==> src/rtl/digit_serial_mult_pkg.sv <==
// Shared types and sizing helpers for the digit-serial multiplier.
// Imported by the top level and the partial-product unit.
package digit_serial_mult_pkg;

    typedef enum logic [1:0] {
        IDLE  = 2'd0,
        RUN   = 2'd1,
        FLUSH = 2'd2
    } state_e;

    function automatic int digits(input int max_width, input int p);
        return max_width / p;
    endfunction

    function automatic int acc_width(input int p, input int max_digits);
        return 2 * p + $clog2(max_digits) + 2;
    endfunction

endpackage

==> src/rtl/dsm_pp_unit.sv <==
// Combinational P x P digit product with per-operand signedness,
// sign-extended to the accumulator width.
module dsm_pp_unit #(
    parameter int P     = 2,
    parameter int ACC_W = 10
) (
    input  logic [P-1:0]     i_x,
    input  logic [P-1:0]     i_y,
    input  logic             i_x_signed,
    input  logic             i_y_signed,
    output logic [ACC_W-1:0] o_pp
);

    logic signed [P:0]     w_x;
    logic signed [P:0]     w_y;
    logic signed [2*P+1:0] w_prod;

    // an extra top bit lets one multiplier serve signed and unsigned digits
    assign w_x    = {i_x_signed & i_x[P-1], i_x};
    assign w_y    = {i_y_signed & i_y[P-1], i_y};
    assign w_prod = w_x * w_y;
    assign o_pp   = ACC_W'(w_prod);

endmodule

==> src/rtl/digit_serial_mult.sv <==
// Column-scanning digit-serial multiplier: one partial product per
// cycle, product digits streamed LSB-first over a valid/ready port.
module digit_serial_mult
    import digit_serial_mult_pkg::*;
#(
    parameter int P          = 2,
    parameter int MAX_WIDTH  = 16,
    localparam int MAX_DIGITS = digits(MAX_WIDTH, P),
    localparam int DW         = $clog2(MAX_DIGITS) + 1
) (
    input  logic                 clk,
    input  logic                 rst_n,
    input  logic                 i_in_valid,
    output logic                 o_in_ready,
    input  logic [MAX_WIDTH-1:0] i_a,
    input  logic [MAX_WIDTH-1:0] i_b,
    input  logic [DW-1:0]        i_num_digits,
    input  logic                 i_signed_mode,
    output logic                 o_out_valid,
    input  logic                 i_out_ready,
    output logic [P-1:0]         o_out_digit,
    output logic                 o_out_last,
    output logic                 o_busy
);

    localparam int ACC_W = acc_width(P, MAX_DIGITS);
    localparam int KW    = DW + 1;
    localparam int IW    = (MAX_DIGITS > 1) ? $clog2(MAX_DIGITS) : 1;

    state_e                          r_state;
    logic [MAX_WIDTH-1:0]            r_a;
    logic [MAX_WIDTH-1:0]            r_b;
    logic                            r_signed;
    logic [DW-1:0]                   r_n;
    logic [KW-1:0]                   r_k;
    logic [DW-1:0]                   r_i;
    logic [ACC_W-1:0]                r_acc;

    logic [DW-1:0]                   w_n_in;
    logic [MAX_WIDTH-1:0]            w_mask;
    logic [MAX_DIGITS-1:0][P-1:0]    w_a_dig;
    logic [MAX_DIGITS-1:0][P-1:0]    w_b_dig;
    logic [DW-1:0]                   w_j;
    logic [DW-1:0]                   w_top;
    logic [KW-1:0]                   w_nk;
    logic [DW-1:0]                   w_i_hi;
    logic                            w_col_last;
    logic [KW-1:0]                   w_kmax;
    logic [KW-1:0]                   w_k_nxt;
    logic [DW-1:0]                   w_lo_nxt;
    logic [ACC_W-1:0]                w_pp;
    logic [ACC_W-1:0]                w_sum;
    logic [ACC_W-1:0]                w_shift;
    logic                            w_run_emit;

    always_comb begin
        w_n_in = i_num_digits;
        if (i_num_digits == '0) begin
            w_n_in = DW'(1);
        end else if (i_num_digits > DW'(MAX_DIGITS)) begin
            w_n_in = DW'(MAX_DIGITS);
        end
    end

    always_comb begin
        w_mask = '0;
        for (int d = 0; d < MAX_DIGITS; d++) begin
            w_mask[d*P +: P] = (DW'(d) < w_n_in) ? {P{1'b1}} : {P{1'b0}};
        end
    end

    assign w_a_dig = r_a;
    assign w_b_dig = r_b;
    assign w_j     = DW'(r_k - KW'(r_i));
    assign w_top   = r_n - DW'(1);
    assign w_nk    = KW'(r_n);

    // column k holds rows max(0,k-N+1)..min(k,N-1)
    assign w_i_hi     = (r_k < w_nk - KW'(1)) ? DW'(r_k) : w_top;
    assign w_col_last = (r_i == w_i_hi);
    assign w_kmax     = {r_n, 1'b0} - KW'(2);
    assign w_k_nxt    = r_k + KW'(1);
    assign w_lo_nxt   = (w_k_nxt >= w_nk) ?
                        DW'(w_k_nxt - w_nk + KW'(1)) : '0;

    dsm_pp_unit #(
        .P     (P),
        .ACC_W (ACC_W)
    ) u_pp (
        .i_x        (w_a_dig[r_i[IW-1:0]]),
        .i_y        (w_b_dig[w_j[IW-1:0]]),
        .i_x_signed (r_signed && (r_i == w_top)),
        .i_y_signed (r_signed && (w_j == w_top)),
        .o_pp       (w_pp)
    );

    assign w_sum   = r_acc + w_pp;
    assign w_shift = {{P{r_signed & w_sum[ACC_W-1]}}, w_sum[ACC_W-1:P]};

    assign w_run_emit  = (r_state == RUN) && w_col_last;
    assign o_in_ready  = (r_state == IDLE);
    assign o_busy      = (r_state != IDLE);
    assign o_out_valid = w_run_emit || (r_state == FLUSH);
    assign o_out_last  = (r_state == FLUSH);
    assign o_out_digit = (r_state == FLUSH) ? r_acc[P-1:0] :
                         w_run_emit ? w_sum[P-1:0] : '0;

    always_ff @(posedge clk or negedge rst_n) begin
        if (!rst_n) begin
            r_state  <= IDLE;
            r_a      <= '0;
            r_b      <= '0;
            r_signed <= 1'b0;
            r_n      <= '0;
            r_k      <= '0;
            r_i      <= '0;
            r_acc    <= '0;
        end else begin
            unique case (r_state)
                IDLE: begin
                    if (i_in_valid) begin
                        r_a      <= i_a & w_mask;
                        r_b      <= i_b & w_mask;
                        r_signed <= i_signed_mode;
                        r_n      <= w_n_in;
                        r_k      <= '0;
                        r_i      <= '0;
                        r_acc    <= '0;
                        r_state  <= RUN;
                    end
                end
                RUN: begin
                    if (!w_col_last) begin
                        r_acc <= w_sum;
                        r_i   <= r_i + DW'(1);
                    end else if (i_out_ready) begin
                        r_acc <= w_shift;
                        r_k   <= w_k_nxt;
                        r_i   <= w_lo_nxt;
                        if (r_k == w_kmax) begin
                            r_state <= FLUSH;
                        end
                    end
                end
                FLUSH: begin
                    if (i_out_ready) begin
                        r_state <= IDLE;
                    end
                end
                default: r_state <= IDLE;
            endcase
        end
    end

endmodule

==> config.mk <==
export PLATFORM = sky130hd
export DESIGN_NAME = digit_serial_mult
export DESIGN_NICKNAME = d
export VERILOG_FILES = /design/src/rtl/digit_serial_mult_pkg.sv /design/src/rtl/dsm_pp_unit.sv /design/src/rtl/digit_serial_mult.sv
export SDC_FILE = /design/constraint.sdc
export NUM_CORES = 1
export LEC_CHECK = 0
export CAP_MARGIN = 20
export CORE_MARGIN = 2
export CORE_UTILIZATION = 38
export CTS_BUF_LIST = sky130_fd_sc_hd__clkbuf_8 sky130_fd_sc_hd__clkbuf_16
export CTS_CLUSTER_SIZE = 24
export DETAILED_ROUTE_END_ITERATION = 16
export PLACE_DENSITY = 0.58
export SLEW_MARGIN = 20
export SYNTH_ARGS = -nofsm -noshare
export SYNTH_HDL_FRONTEND = slang
export SYNTH_SLANG_ARGS = --single-unit
==> constraint.sdc <==
create_clock -name clk -period 9.9 [get_ports clk]
set_clock_uncertainty 0.2 [all_clocks]
set_input_delay 2.97 -clock clk [delete_from_list [all_inputs] [get_ports clk]]
set_output_delay 2.97 -clock clk [all_outputs]
set_load 0.005 [all_outputs]
==> reports/qor.yml, run 1 <==
outcome: "complete, no violations"
die_w_um: 107.2
grt_use_met2: 0.2758
clockBufferDepth: 2
min_from: "r_a[6]"
clock_latency_ns: 0.34
peakVddDrop_v: 0.0001248
synth-seq-area-share: 0.3523
drv_slew: 0
async_flop_share: 1.000
grt_pass1_vias: 3163
synth_top_family_by_area: "compound AO/OA/AOI/OAI gates"
syn-cell-area_um2: 4049
crit_arrival_ns: 4.26
antenna_found_initial: 0
reg2reg_depth: 21
seqPwrFrac: 0.284
end_kind: "primary output"
path_buf_inv: 4
grt.overflow.total: 0
synth_edf_count: 0
holdCritPathClass: "reg2reg"
r2r_end: "r_acc[7]"
grt_use_total: 0.1851
cts_tree: "yes"
port_buffers: 46
post-route-min-period_ns: 7.426
ys_ff_latch: 57
ctsHoldBuffers: 0
start_util: 0.3922
vias: 3184
busiest_layer: "met2"
synth_mux_area_frac: 0.07633
path_clk_slew_ns: 0.07
route.detailed.drc: 0
yosys.area_share.simple: 0.1310
ctsResizeCount: 0
gr-usage-met1: 0.2668
power.density_nw_per_um2: 324.9
fill_cells: 987
rrSetupSlack_ns: 3.15
ys_warn_count: 0
coreArea_um2: 10320
cts-root-buf: "clkbuf_8"
nNetsFinal: 527
synth.distinct_cells: 54
slowest_delay_ns: 0.66
dp_slack_ns: 2.806
p_sw_uw: 646.9
grt_first_pass_wirelength_um: 16370
rows: 37
critical_path_peak_fanout: 11
synth.net_count: 490
routed_wl_um: 9894
netSwitchingFraction: 0.4132
wl_per_cell_um: 16.80
syn_to_final_growth_pct: 19.00
worstReg2RegStart: "r_i[0]"
cp-start-kind: "register"
grt_max_degree: 60
critPathSlowestCell: "dfrtp_1"
max_cap_violations: 0
gp_congestion: 0.8507
cp_common_cell: "inv_1"
tightestPinTransition_ns: 0.7683
crit_path_cell_trace: "ha_1 -> inv_1 -> fa_1 -> mux4_2 -> mux2_2 -> inv_1 -> nor2_1 -> ha_1 -> inv_1 -> fa_1 -> o21ai_0 -> clkdlybuf4s50_1"
post_cts_buffers: 0
post-place-cells: 573
avgSynthCellArea_um2: 9.851
cp.depth: 12
synthAdderAreaFrac: 0.1323
required_ns: 6.73
worst_slack_ns: 2.474
antennaDiodeCount: 0
power_frac_comb: 0.559
synthFlopType: "dfrtp_1"
use_met3: 0.03891
die_y_um: 107.2
crit_path_end: "o_out_digit[1]"
worst-setup-path-type: "reg2out"
hpwl_um: 7431
drive_gt1_frac: 0.09492
hold-worst-slack_ns: 0.2925
cp_top_family: "adder cells"
tns_ns: 0
synthCells: 411
via_per_inst: 5.406
clock_power_share: 0.157
synth_xor_area_frac: 0.08189
instances_no_fill: 589
dieArea_um2: 11500
cts_buffers: 9
h-tree-depth: 3
maxSlewHeadroom: 0.4878
hold_viol_final: 0
final.period_utilization: 0.7501
internal_power_uw: 918.7
cts.sinks: 57
synth_compound_area_frac: 0.1789
crit_start: "r_i[0]"
p_leak_nw: 2.148
drtPass1Iterations: 4
drt_iter0_markers: 184
num_io_pins: 47
postRouteAntennaNets: 0
rsz0062_at_grt: "false"
fmax_mhz: 134.7
setup-violations-final: 0
cells in the mapped netlist (all sizes together) (2+ instances only):
master | n | area, um^2
and3 | 3 | 18.77
or2 | 2 | 12.51
inv | 24 | 90.09
nor3 | 6 | 35.03
nor2b | 3 | 18.77
nand2 | 45 | 168.9
mux4 | 8 | 180.2
ha | 30 | 375.4
o21ai | 20 | 103.9
nand4 | 4 | 25.02
a31oi | 4 | 25.02
dfrtp | 57 | 1426
xnor2 | 23 | 209.0
mux2i | 5 | 50.05
buf | 8 | 45.04
a21oi | 15 | 75.07
a32o | 2 | 20.02
and2 | 2 | 15.02
o31ai | 4 | 30.03
a21boi | 2 | 15.02
nor2 | 21 | 78.83
xor2 | 14 | 122.6
a21o | 7 | 52.55
clkbuf | 15 | 56.30
o2bb2ai | 3 | 26.28
a22o | 25 | 219.0
nand2b | 9 | 56.30
a211oi | 3 | 22.52
a22oi | 2 | 15.01
mux2 | 7 | 78.83
fa | 8 | 160.2
nand3 | 9 | 45.04
or4 | 3 | 22.52
a211o | 4 | 35.03
o211ai | 4 | 35.03
cell type report:
type	count	area, um^2	area share
flip-flops and latches	57	1426	0.2960
clock inverters	6	82.58	0.01714
repair buffers	49	478.0	0.09919
multi-input cells	307	2434	0.5051
well taps	136	170.2	0.03532
clock buffers	10	137.6	0.02856
inverters	24	90.09	0.01870
stage by stage:
| stage | utilization | instance area, um^2 | total power [mW] |
|---|---|---|---|
| 2_1_floorplan | - | 4049 | 1.108 |
| 3_3_place_gp | 0.4454 | 4598 | 1.304 |
| 3_5_place_dp | 0.4454 | 4598 | 1.321 |
| 4_1_cts | 0.4667 | 4818 | 1.575 |
| 5_1_grt | 0.4667 | 4818 | 1.707 |
| 6_report | 0.4667 | 4818 | 1.566 |
per-layer routing:
layer	part of all wire	wire length (um)	vias to the layer above
met4	0.017	170	0
li1	-	-	1539
met1	0.48	4716	1548
met3	0.042	419	16
met2	0.46	4588	81
met5	0	0	-
cells by family after synthesis:
family,after synthesis
flops,57
mux,20
fa+ha+maj,38
xor+xnor,37
simple gates,111
buf+inv,47
compound gates,101
power by group through the flow:
stage / Sequential [mW] / Clock (mW) / Combinational (mW)
floorplan: 0.389 / 0 / 0.719
global placement: 0.449 / 0 / 0.856
detailed placement: 0.449 / 0 / 0.872
CTS: 0.445 / 0.252 / 0.878
global route: 0.461 / 0.262 / 0.984
finish: 0.445 / 0.246 / 0.875
registers in the layout, summed over array words and instances, names as in the netlist:
register / cells
r_a: 16
r_k: 5
r_state: 2
r_signed: 1
r_i: 4
r_n: 4
r_b: 16
r_acc: 9
worst min-delay path by stage:
stage               to  cells past startpoint
2_1_floorplan  r_b[14]                      2
3_3_place_gp    r_a[6]                      2
3_5_place_dp    r_a[7]                      2
4_1_cts         r_a[7]                      2
5_1_grt         r_a[9]                      1
6_report        r_a[6]                      2
worst min-delay path, delay by kind of cell (launching register included):
family          cells  cell delay, ns
simple gates        1            0.05
flops               1            0.35
compound gates      1            0.06
placed cells by master (no fill, tap or decap), types with 4 or more instances in the layout:
cell type,count
fa_1,8
clkbuf_8,10
clkdlybuf4s50_1,45
xnor2_1,22
nand2_1,44
nand4_1,4
nand2b_1,9
a21oi_1,15
mux4_2,8
nand3_1,9
a31oi_1,4
a21o_1,7
a211o_1,4
o21ai_0,19
nor2_1,21
inv_1,25
dfrtp_1,57
nor3_1,5
mux2_2,7
ha_1,30
o31ai_1,4
a22o_1,25
mux2i_1,5
xor2_1,14
No activity file was read; power rests on OpenSTA's default activity.
==> inputs of run 2 (changes only) <==
==> constraint.sdc (replaced) <==
create_clock -name clk -period 7.6 [get_ports clk]
set_clock_uncertainty 0.2 [all_clocks]
set_input_delay 2.28 -clock clk [delete_from_list [all_inputs] [get_ports clk]]
set_output_delay 2.28 -clock clk [all_outputs]
set_load 0.005 [all_outputs]
==> reports/qor.yml, run 2 (synthesis gave the netlist of run 1 again) <==
tightestPinTransition_ns: 0.7713
die_w_um: 107.2
wl_per_cell_um: 16.76
max_cap_violations: 0
worstReg2RegStart: "r_i[0]"
nNetsFinal: 527
post-route-min-period_ns: 6.811
fmax_mhz: 146.8
grt_max_degree: 60
cts_buffers: 9
worst-setup-path-type: "reg2out"
p_total_mw: 2.042
hold_viol_final: 0
layout_commonest_cell: "dfrtp_1"
crit_arrival_ns: 4.33
hpwl_um: 7368
drive_gt1_frac: 0.09713
rsz0062_at_grt: "false"
dieArea_um2: 11500
drv_slew: 0
route.detailed.drc: 0
cts-root-buf: "clkbuf_8"
final_cell_mix: "dfrtp_1 (57), clkdlybuf4s50_1 (45), nand2_1 (44)"
reg2reg_depth: 21
gp_congestion: 0.8447
grt_first_pass_wirelength_um: 16460
syn_to_final_growth_pct: 19.22
drt_iter0_markers: 178
critical_path_peak_fanout: 11
clock_latency_ns: 0.34
setup-violations-final: 0
min_from: "r_a[6]"
clockBufferDepth: 2
antenna_found_initial: 0
drtPass1Iterations: 4
grt_use_total: 0.1829
path_clk_slew_ns: 0.07
grt.overflow.total: 0
post_cts_buffers: 0
start_util: 0.3922
ctsResizeCount: 0
final.period_utilization: 0.8962
cp-start-kind: "register"
fill_cells: 986
routed_wl_um: 9869
postRouteAntennaNets: 0
peakVddDrop_v: 0.0001569
port_buffers: 46
grt_pass1_vias: 3264
min_path_cells: 2
via_per_inst: 5.409
maxSlewHeadroom: 0.4858
cts.sinks: 57
num_io_pins: 47
crit_start: "r_i[0]"
ctsHoldBuffers: 0
vias: 3186
power.density_nw_per_um2: 423.1
tns_ns: 0
coreArea_um2: 10320
rows: 37
end_kind: "primary output"
p_leak_nw: 2.135
outcome: "complete, no violations"
holdCritPathClass: "reg2reg"
die_y_um: 107.2
antennaDiodeCount: 0
required_ns: 5.12
reg_top3: "r_a: 16 flops, r_b: 16 flops, r_acc: 9 flops"
cts_tree: "yes"
h-tree-depth: 3
[run 2: cell type report]
| type | instances | area [um^2] | area share |
|---|---|---|---|
| Multi-Input combinational cell | 307 | 2434 | 0.5041 |
| Sequential cell | 57 | 1426 | 0.2955 |
| Timing Repair Buffer | 49 | 478.0 | 0.09901 |
| Tap cell | 136 | 170.2 | 0.03525 |
| Clock buffer | 10 | 137.6 | 0.02851 |
| Clock inverter | 6 | 91.34 | 0.01892 |
| Inverter | 24 | 90.09 | 0.01866 |
[run 2: path summary, 6_finish.rpt]
kind,end,slack [ns]
max in group asynchronous,r_k[2],4.80
min in group asynchronous,r_k[1],1.88
hold / removal,r_a[6],0.28
hold reg to reg,r_a[6],0.28
setup reg to reg,r_acc[7],1.00
setup / recovery,o_out_digit[1],0.79
[run 2: routing by layer]
metal	wire length, um	vias up	track usage
li1	-	1540	-
met1	4666	1567	0.2468
met2	4743	63	0.2975
met3	308	16	0.03222
met4	151	0	0.05937
met5	0	-	0
[run 2: per-stage QoR]
| step | cell area [um^2] | util | hold slack [ns] | setup slack, ns | instances |
|---|---|---|---|---|---|
| 6_report | 4827 | 0.4676 | 0.2826 | 0.7889 | 589 |
| 3_5_place_dp | 4598 | 0.4454 | 0.2761 | 1.005 | 573 |
| 3_3_place_gp | 4598 | 0.4454 | 0.2575 | 1.248 | 573 |
| 2_1_floorplan | 4049 | - | 0.2446 | 1.679 | 411 |
| 4_1_cts | 4827 | 0.4676 | 0.2917 | 0.7728 | 589 |
| 5_1_grt | 4827 | 0.4676 | 0.3226 | 0.5561 | 589 |
[run 2: worst max-delay path, cell delays in order (launching register included)]
cell,delay (ns)
dfrtp_1,0.68
ha_1,0.25
inv_1,0.06
fa_1,0.64
mux4_2,0.35
mux2_2,0.32
inv_1,0.08
nor2_1,0.05
ha_1,0.30
inv_1,0.06
fa_1,0.48
o21ai_0,0.18
clkdlybuf4s50_1,0.52
[run 2: where the power goes]
group / total (mW) / switching, mW / internal [mW]
sequential: 0.576 / 0.135 / 0.440
clock: 0.330 / 0.136 / 0.194
combinational: 1.14 / 0.572 / 0.565
total: 2.04 / 0.843 / 1.20
==> inputs of run 3 (changes only) <==
--- a/config.mk
+++ b/config.mk
@@ -9,7 +9,7 @@
 export CORE_MARGIN = 2
 export CORE_UTILIZATION = 38
 export CTS_BUF_LIST = sky130_fd_sc_hd__clkbuf_8 sky130_fd_sc_hd__clkbuf_16
-export CTS_CLUSTER_SIZE = 24
+export CTS_CLUSTER_SIZE = 30
 export DETAILED_ROUTE_END_ITERATION = 16
 export PLACE_DENSITY = 0.58
 export SLEW_MARGIN = 20
==> constraint.sdc (replaced) <==
create_clock -name clk -period 8.25 [get_ports clk]
set_clock_uncertainty 0.2 [all_clocks]
set_input_delay 2.475 -clock clk [delete_from_list [all_inputs] [get_ports clk]]
set_output_delay 2.475 -clock clk [all_outputs]
set_load 0.005 [all_outputs]
==> reports/qor.yml, run 3 (synthesis gave the netlist of run 1 again) <==
gp_congestion: 0.8299
post_cts_buffers: 0
whs_endpoint: "r_a[6]"
ctsHoldBuffers: 0
start_util: 0.3922
slowest_delay_ns: 0.68
critical_path_peak_fanout: 11
path_buf_inv: 4
crit_arrival_ns: 4.31
peakVddDrop_v: 0.0001420
drive_gt1_frac: 0.09492
fill_cells: 981
drtPass1Iterations: 4
crit_path_cell_trace: "ha_1 -> inv_1 -> fa_1 -> mux4_2 -> mux2_2 -> inv_1 -> nor2_1 -> ha_1 -> inv_1 -> fa_1 -> o21ai_0 -> clkdlybuf4s50_1"
reg2reg_depth: 21
grt.overflow.total: 0
instances_no_fill: 589
wl_per_cell_um: 16.81
grt_first_pass_wirelength_um: 16240
hpwl_um: 7363
die_y_um: 107.2
end_kind: "primary output"
drt_iter0_markers: 189
cts.sinks: 57
hold_viol_final: 0
layout_commonest_cell: "dfrtp_1"
outcome: "complete, no violations"
max_cap_violations: 0
clock_latency_ns: 0.34
routed_wl_um: 9901
placed_cell_area_um2: 4598
port_buffers: 46
final.period_utilization: 0.8472
power.density_nw_per_um2: 384.8
final_cell_mix: "dfrtp_1 (57), clkdlybuf4s50_1 (45), nand2_1 (44)"
cts-root-buf: "clkbuf_8"
syn_to_final_growth_pct: 18.42
rsz0062_at_grt: "false"
r2r_end: "r_acc[6]"
ctsResizeCount: 0
drv_slew: 0
worstReg2RegStart: "r_i[0]"
path_clk_slew_ns: 0.07
grt_use_total: 0.1819
cts_buffers: 9
antenna_found_initial: 0
postRouteAntennaNets: 0
antennaDiodeCount: 0
grt_pass1_vias: 3191
route.detailed.drc: 0
num_io_pins: 47
setup-violations-final: 0
cp-start-kind: "register"
post-place-cells: 573
tightestPinTransition_ns: 0.7616
vias: 3163
h-tree-depth: 3
final_area_um2: 4795
rrSetupSlack_ns: 1.54
maxSlewHeadroom: 0.4923
cp_common_cell: "inv_1"
post-route-min-period_ns: 6.990
cp_top_family: "adder cells"
nNetsFinal: 527
reg_top3: "r_a: 16 flops, r_b: 16 flops, r_acc: 9 flops"
critPathSlowestCell: "dfrtp_1"
postLayoutCoreUtil: 0.4644
coreArea_um2: 10320
grt_max_degree: 60
worst_slack_ns: 1.260
min_from: "r_a[6]"
cts_tree: "yes"
dp_slack_ns: 1.593
dieArea_um2: 11500
rows: 37
worst-setup-path-type: "reg2out"
holdCritPathClass: "reg2reg"
fmax_mhz: 143.1
required_ns: 5.58
p_leak_nw: 2.130
tns_ns: 0
min_path_cells: 2
via_per_inst: 5.370
die_w_um: 107.2
clockBufferDepth: 2
run 3: cell count changes in the layout (fill, tap and decap cells not counted):
cell        change
clkinvlp_4      -1
inv_1           +1
bufinv_16       -1
clkinv_2        +2
clkinv_4        -1
run 3: stage by stage:
step	power (mW)	hold WS, ns
4_1_cts	1.858	0.2843
3_3_place_gp	1.561	0.2619
6_report	1.845	0.2816
2_1_floorplan	1.329	0.2446
5_1_grt	2.001	0.3212
3_5_place_dp	1.577	0.2695
run 3: per-layer routing:
| layer | share of wire | global-route usage | wire (um) | vias up |
|---|---|---|---|---|
| met2 | 0.47 | 0.2925 | 4685 | 57 |
| met3 | 0.036 | 0.03647 | 357 | 5 |
| met5 | 0 | 0 | 0 | - |
| met1 | 0.49 | 0.2518 | 4802 | 1561 |
| met4 | 0.0056 | 0.04453 | 55 | 0 |
| li1 | - | - | - | 1540 |
run 3: worst min-delay path: stages (launching register included):
cell     delay [ns]
dfrtp_1        0.34
nand2_1        0.04
o21ai_0        0.06
run 3: worst max path at each step:
stage | startpoint | end | slack [ns] | cells after the start
after floorplan | r_k[0] | r_acc[7] | 2.33 | 22
after global placement | r_i[0] | o_out_digit[1] | 1.74 | 12
after detailed placement | r_i[0] | r_acc[6] | 1.59 | 21
after CTS | r_i[0] | o_out_digit[1] | 1.24 | 12
after global routing | r_i[0] | o_out_digit[1] | 1.05 | 12
final | r_i[0] | o_out_digit[1] | 1.26 | 12
run 3: layout make-up:
type,instances,area [um^2],area share
multi-input cells,307,2434,0.5076
clock inverters,6,58.81,0.01227
repair buffers,49,478.0,0.09969
clock buffers,10,137.6,0.02871
inverters,24,90.09,0.01879
flip-flops and latches,57,1426,0.2975
well taps,136,170.2,0.03549
run 3: power breakdown:
part	internal (mW)	switching, mW	leakage (nW)
sequential	0.406	0.127	0.700
clock	0.146	0.122	0.0995
combinational	0.518	0.526	1.33
